==> config.mk <==
export PLATFORM = sky130hd
export DESIGN_NAME = rns2bin_crt
export DESIGN_NICKNAME = d
export VERILOG_FILES = /design/src/rtl/rns2bin_crt.sv
export SDC_FILE = /design/constraint.sdc
export NUM_CORES = 1
export LEC_CHECK = 0
export ABC_AREA = 1
export BUFFER_PORTS_ARGS = -buffer_cell sky130_fd_sc_hd__buf_2
export CAP_MARGIN = 20
export CORE_MARGIN = 10
export CORE_UTILIZATION = 45
export DETAILED_ROUTE_END_ITERATION = 10
export GPL_TIMING_DRIVEN = 0
export PLACE_DENSITY_LB_ADDON = 0.1
export SLEW_MARGIN = 20
export SYNTH_ARGS = -nofsm -noshare
export SYNTH_HDL_FRONTEND = slang
export SYNTH_SLANG_ARGS = --single-unit
==> constraint.sdc <==
create_clock -name clk -period 5 [get_ports clk]
set_input_delay 0.75 -clock clk [delete_from_list [all_inputs] [get_ports clk]]
set_output_delay 0.75 -clock clk [all_outputs]
set_load 0.05 [all_outputs]
==> src/rtl/rns2bin_crt.sv <==
// rtl/rns2bin_crt.sv - {8,7,5,3} RNS to signed binary reverse converter (CRT accumulation)
module rns2bin_crt (
  input  logic       clk,
  input  logic       rst,
  input  logic       in_valid,
  output logic       in_ready,
  input  logic [2:0] mod8,
  input  logic [2:0] mod7,
  input  logic [2:0] mod5,
  input  logic [1:0] mod3,
  output logic       out_valid,
  input  logic       out_ready,
  output logic [9:0] n_out,
  output logic       err
);

  // Dynamic range M = 8*7*5*3; results above M/2-1 wrap to negative.
  localparam logic [10:0] M_WIDE = 11'd840;
  localparam logic [9:0]  M_NARROW = 10'd840;
  localparam logic [9:0]  HALF_M = 10'd420;

  typedef enum logic [1:0] {
    IDLE = 2'd0,
    ACC  = 2'd1,
    CONV = 2'd2,
    OUT  = 2'd3
  } state_t;

  state_t      state;
  logic [2:0]  r8, r7, r5;
  logic [1:0]  r3;
  logic [9:0]  acc;
  logic [1:0]  k;

  logic [9:0]  term;
  logic [10:0] sum;
  logic [9:0]  acc_next;
  logic        bad_tuple;
  logic [9:0]  signed_x;

  // Select the CRT term for the residue indexed by k; each term is r_i * weight_i mod 840.
  always_comb begin
    term = 10'd0;
    case (k)
      2'd0: term = 10'(r8) * 10'd105;
      2'd1: begin
        // r7 = 7 is non-canonical; contribute nothing so the term stays below 840.
        if (r7 == 3'd7) term = 10'd0;
        else            term = 10'(r7) * 10'd120;
      end
      2'd2: begin
        case (r5)
          3'd0:    term = 10'd0;
          3'd1:    term = 10'd336;
          3'd2:    term = 10'd672;
          3'd3:    term = 10'd168;
          3'd4:    term = 10'd504;
          default: term = 10'd0;
        endcase
      end
      2'd3: begin
        case (r3)
          2'd0:    term = 10'd0;
          2'd1:    term = 10'd280;
          2'd2:    term = 10'd560;
          default: term = 10'd0;
        endcase
      end
      default: term = 10'd0;
    endcase
  end

  // Modular accumulate: both operands are below 840, so a single conditional subtract reduces.
  always_comb begin
    sum      = {1'b0, acc} + {1'b0, term};
    acc_next = (sum >= M_WIDE) ? 10'(sum - M_WIDE) : sum[9:0];
  end

  // Flag non-canonical residues and map X in 0..839 onto the signed range -420..419.
  always_comb begin
    bad_tuple = (r7 == 3'd7) || (r5 >= 3'd5) || (r3 == 2'd3);
    signed_x  = (acc >= HALF_M) ? (acc - M_NARROW) : acc;
  end

  // Control FSM with registered handshake and result outputs.
  always_ff @(posedge clk or posedge rst) begin
    if (rst) begin
      state     <= IDLE;
      in_ready  <= 1'b1;
      out_valid <= 1'b0;
      n_out     <= 10'd0;
      err       <= 1'b0;
      acc       <= 10'd0;
      k         <= 2'd0;
      r8        <= 3'd0;
      r7        <= 3'd0;
      r5        <= 3'd0;
      r3        <= 2'd0;
    end else begin
      case (state)
        IDLE: begin
          if (in_valid) begin
            r8       <= mod8;
            r7       <= mod7;
            r5       <= mod5;
            r3       <= mod3;
            acc      <= 10'd0;
            k        <= 2'd0;
            in_ready <= 1'b0;
            state    <= ACC;
          end
        end
        ACC: begin
          acc <= acc_next;
          k   <= k + 2'd1;
          if (k == 2'd3) state <= CONV;
        end
        CONV: begin
          // Invalid tuples still take the full latency but report zero.
          err       <= bad_tuple;
          n_out     <= bad_tuple ? 10'd0 : signed_x;
          out_valid <= 1'b1;
          state     <= OUT;
        end
        OUT: begin
          if (out_ready) begin
            out_valid <= 1'b0;
            in_ready  <= 1'b1;
            state     <= IDLE;
          end
        end
        default: begin
          state     <= IDLE;
          in_ready  <= 1'b1;
          out_valid <= 1'b0;
        end
      endcase
    end
  end

endmodule
## Yosys cells after proc, flatten, opt, wreduce, memory -nomap -nowiden

Index checks and enable logic that the tools add are counted.

| cells by class | value |
|---|---|
| $add $sub $neg | 4 |
| multipliers | 2 |
| div/mod/pow operators | 0 |
| order comparisons | 3 |
| equal/unequal tests | 17 |
| shift-type cells | 0 |
| muxes and demuxes | 20 |
| bitwise logic cells | 0 |
| reduce and logical (&&, ||, !) cells | 12 |

Operators by type and width:

| operator | number |
|---|---|
| 10-bit case mux with 4 select lines | 2 |
| 10-bit 2-to-1 mux | 5 |
| 10-bit case mux with 2 select lines | 2 |
| 10-bit subtractor, second input constant | 2 |
| 2-bit == test, second input constant | 6 |
| 10-bit by 10-bit adder with 11-bit output | 1 |
| 11-bit by 10-bit >= comparator with 1-bit output, second input constant | 1 |
| 10-bit by 9-bit >= comparator with 1-bit output, second input constant | 1 |
| 3-bit by 7-bit multiplier with 10-bit output, second input constant | 1 |
| 2-bit 2-to-1 mux | 4 |
| 2-bit case mux with 4 select lines | 1 |
| 3-bit by 4-bit multiplier with 7-bit output, second input constant | 1 |
| 2-bit by 1-bit == test with 1-bit output, second input constant | 3 |
| 3-bit by 2-bit == test with 1-bit output, second input constant | 2 |
| 3-bit == test, second input constant | 2 |
| 2-bit != test, second input constant | 3 |
| 2-bit AND reduction | 3 |
| 3-bit AND reduction | 2 |
| 2-bit nonzero test | 3 |
| 2-bit logical NOT | 2 |
| 1-bit case mux with 2 select lines | 2 |
| 2-bit case mux with 2 select lines | 1 |
| 3-bit by 1-bit == test with 1-bit output, second input constant | 1 |
| 3-bit >= comparator, second input constant | 1 |
| other kinds (3) | 6 |

| storage, ports and cells | value |
|---|---|
| bits in registers | 38 |
| latch bits | 0 |
| memory bits (writable) | 0 |
| ROM bits | 0 |
| input port bits | 15 |
| output and inout bits | 13 |
| logic and storage cells | 69 |
| memories | 0 |

## Logic depth before layout (Yosys ltp)

| logic depth | value |
|---|---|
| word-level depth | 7 |
| depth in mapped cells | 25 |
| gate-level depth less buffers | 24 |

## Least setup slack after synthesis

No wires, ideal clock.

| timing | value |
|---|---|
| path kind | reg2reg |
| start | register r7[0] |
| end | register acc[5] |
| library setup time | 131 ps |
| arrival | 3449 ps |
| required time | 4869 ps |
| path slack | 1420 ps |
| cell stages (with the launch flop) | 21 |
| buffers on the path | 1 |
| clock period less this slack | 3580 ps |
| path through | dfrtp_1 fa_1 ha_1 inv_1 fa_1 or2_2 a31oi_1 ha_1 nand2_1 nand2_1 a21oi_1 nand3_1 nand2_1 nand2_1 nor2_2 nand3_1 nand3_2 buf_6 nand2_1 nand3_1 o21ai_1 |

| between the ends | value |
|---|---|
| cells in the longest elaborated chain, start to end | 7 |
| elaborated cells on any way between the ends | 9 |
| classes of those cells | add/sub (2); mul (1); order compare (1); eq/ne (1); mux (4) |

Ends and longest elaborated chain:

| element | RTL line | RTL |
|---|---|---|
| start: declaration | 30 | `logic [2:0] r8, r7, r5;` |
| start signal: assignment | 104 | `r7 <= mod7;` |
| 3-bit by 4-bit multiplier with 7-bit output or 3-bit == test (tied branches) | 49, 48 |  |
| 10-bit 2-to-1 mux (*) | 48 | `if (r7 == 3'd7) term = 10'd0;` |
| 10-bit case mux with 4 select lines (*) | 44 | `case (k)` |
| 10-bit by 10-bit adder with 11-bit output (*) | 75 | `sum = {1'b0, acc} + {1'b0, term};` |
| 10-bit subtractor or 11-bit by 10-bit >= comparator with 1-bit output (tied branches) | 76 | `acc_next = (sum >= M_WIDE) ? 10'(sum - M_WIDE) : sum[9:0];` |
| 10-bit 2-to-1 mux (*) | 76 |  |
| 10-bit case mux with 2 select lines (*) | 100 | `case (state)` |
| end signal: assignment | 114 | `acc <= acc_next;` |
| end: declaration | 32 | `logic [9:0] acc;` |

Every way passes the cells marked *; elsewhere a longest branch is shown, timed or not.
A chain may end at the register's enable or synchronous reset.

## Worst setup path in the final report

Same ends and word-level chain as after synthesis.

==> qor.csv <==
stage,metric,value,unit
final_layout,layout_commonest_cell,nand2_1,
final_layout,layout-drive-gt1-share,11.4,%
floorplanning,core-area,0.00646,mm^2
yosys,synth.cell_area,0.00303,mm^2
final_layout,diodes,0,
timing,finalHoldViolCount,0,
clocking,clockBufferDepth,2,
route,drc,0,
yosys,yosysWarnings,0,
worst_setup_path,required,5.16,ns
clocking,htree_levels,2,
clocking,cts_buffers,5,
floorplanning,die_area,0.0104,mm^2
worst_setup_path,cp.arrival,4.21,ns
final_layout,area_growth_syn_to_layout,11.3,%
worst_setup_path,start_kind,flop,
flow_run,cap_violations,0,
global_route,grt_start_max_net_pins,21,
floorplanning,dieHeight,102,um
yosys,synth_edf_count,0,
global_route,grt_pass1_wl,11.9,mm
yosys,synth_seq_cells,38,
clocking,cts-hold-fix-buffers,0,
final_layout,num-fill-cells,668,
placement,portBuffers,27,
timing,setup_viol,0,
worst_setup_path,critical_path_class,reg2reg,
timing,fin_crit_sh,80.9,%
yosys,async_flop_share,100,%
route,totalWireLength,6.91,mm
timing,fmax,0.247,GHz
timing,rsz0062_at_grt,false,
clocking,clockRootBuffer,clkbuf_8,
global_route,grt_usage,14.1,%
floorplanning,fp.dieW,102,um
timing,fin_worst_skew,0.00458,ns
timing,min_period,4.04,ns
floorplanning,start_util,46.9,%
status,status,"complete, no violations",
clocking,clk_latency,0.29,ns
final_layout,seq_area,952,um^2
route,wl_per_cell,13.0,um
route,first_pass_iters,4,
timing,setup_tns,0,ns
floorplanning,ios,28,
placement,dp.cells,524,
yosys,synth.distinct_cells,34,
final_layout,multi_input_area,0.00178,mm^2
clocking,clkSinkCount,38,
clocking,cts_tree,done,
placement,place.gp.congestion,0.833,
worst_hold_path,holdCritPathClass,in2async,
timing,drv_slew,0,
worst_setup_path,critPathCaptureType,flop,
route,antenna_left,0,
clocking,cts_resized,0,
clocking,cts_setup_buffers,0,
yosys,syn_avg_cell_area,7.23,um^2
route,via_per_inst,5.00,
yosys,synthFlopType,dfrtp_1,
timing,tightest_slew,0.618,ns
yosys,synthCells,419,
timing,slew-limit-headroom,58.6,%
final_layout,nNetsFinal,509,
worst_setup_path,path_max_fanout,10,
yosys,synth_seq_area_share,31.4,%
floorplanning,rows,29,
route,vias,2660,
placement,dp_hpwl,5.58,mm
yosys,synthesis.nets,474,
route,drtIter0Drc,140,
global_route,antenna_found_initial,0,
final_layout,final_cell_count_no_fill,532,
final_layout,final_cell_mix,"nand2_1 (118), inv_1 (70), dfrtp_1 (37)",
global_route,grt_pass1_vias,2608,
global_route,grt.overflow.total,0,
clocking,path_clk_slew,0.08,ns
cells by family (layout without fill, tap and decap cells):
| family | count (synthesis) | count (layout) | share of synthesized area (%) |
|---|---|---|---|
| xor+xnor | 4 | 4 | 1.16 |
| fa+ha+maj | 40 | 40 | 17.8 |
| simple gates | 191 | 191 | 26.8 |
| compound gates | 70 | 70 | 13.1 |
| flops | 38 | 38 | 31.4 |
| buf+inv | 76 | 112 | 9.67 |
critical path, stage by stage (launching register included):
cell and delay (ns):
dfrtp_1 0.47, fa_1 0.63, ha_1 0.18, inv_1 0.05, fa_1 0.44, or2_2 0.31
a31oi_1 0.19, ha_1 0.31, nand2_1 0.09, nand2_1 0.07, a21oi_1 0.20, nand3_1 0.11
nand2_1 0.07, nand2_1 0.10, nor2_2 0.13, nand3_1 0.14, nand3_2 0.11, buf_6 0.13
nand2_1 0.05, nand3_1 0.09, o21ai_1 0.07
final cells by class:
class / count / area share (%)
clock buffers: 6 / 2.15
inverters: 72 / 8.02
plain buffers: 4 / 0.668
flip-flops and latches: 38 / 28.3
multi-input cells: 305 / 52.9
clock inverters: 2 / 0.297
repair buffers: 28 / 4.83
well taps: 77 / 2.86
cell usage after synthesis (all sizes together), types with 2 or more instances:
| cell type | count | area [um^2] |
|---|---|---|
| nand2 | 122 | 468 |
| inv | 71 | 267 |
| o21ai | 38 | 194 |
| dfrtp | 37 | 926 |
| ha | 35 | 438 |
| nand3 | 33 | 175 |
| nor2 | 26 | 103 |
| a21oi | 16 | 87.6 |
| a31oi | 5 | 31.3 |
| fa | 5 | 100 |
| nand4 | 5 | 31.3 |
| o22ai | 5 | 31.3 |
| clkbuf | 3 | 11.3 |
| xor2 | 3 | 26.3 |
| a32o | 2 | 20.0 |
sequential cells by signal (all words and copies together), names as in the netlist:
register   cells
acc           10
err            1
in_ready       1
k              2
n_out         10
out_valid      1
r3             2
r5             3
r7             3
r8             3
state          2
routing by layer:
metal / routed length, um / up-vias / GRT usage (%)
met4: 65 / 0 / 3.69
met1: 3440 / 1184 / 18.5
met2: 3040 / 48 / 23.3
li1: - / 1422 / -
met3: 364 / 6 / 2.77
met5: 0 / - / 0
through the flow:
step | setup WS, ns | utilization, % | hold slack, ns | area, um^2
finish | 0.956 | 52.2 | 0.450 | 3370
global route | 0.516 | 52.2 | 0.475 | 3370
CTS | 0.955 | 52.2 | 0.464 | 3370
detailed placement | 0.956 | 50.9 | 0.460 | 3290
global placement | 0.995 | 50.5 | 0.459 | 3260
floorplan | 1.42 | - | 0.487 | 3030
path summary, 6_finish.rpt:
path | startpoint | endpoint | slack [ns] | cells past startpoint
min in group clk | n_out[8]$_DFFE_PP0P_ | n_out[8]$_DFFE_PP0P_ | 0.48 | 2
min reg2reg | n_out[8]$_DFFE_PP0P_ | n_out[8]$_DFFE_PP0P_ | 0.48 | 2
max reg2reg | r7[0]$_DFFE_PP0P_ | acc[5]$_DFFE_PP0P_ | 0.96 | 20
min | rst | err$_DFFE_PP0P_ | 0.45 | 2
max in group asynchronous | rst | in_ready$_DFFE_PP1P_ | 4.02 | 3
max | r7[0]$_DFFE_PP0P_ | acc[5]$_DFFE_PP0P_ | 0.96 | 20
Power is not shown: default switching activity piles up to over one toggle a cycle in this logic, so the estimate is an artifact.
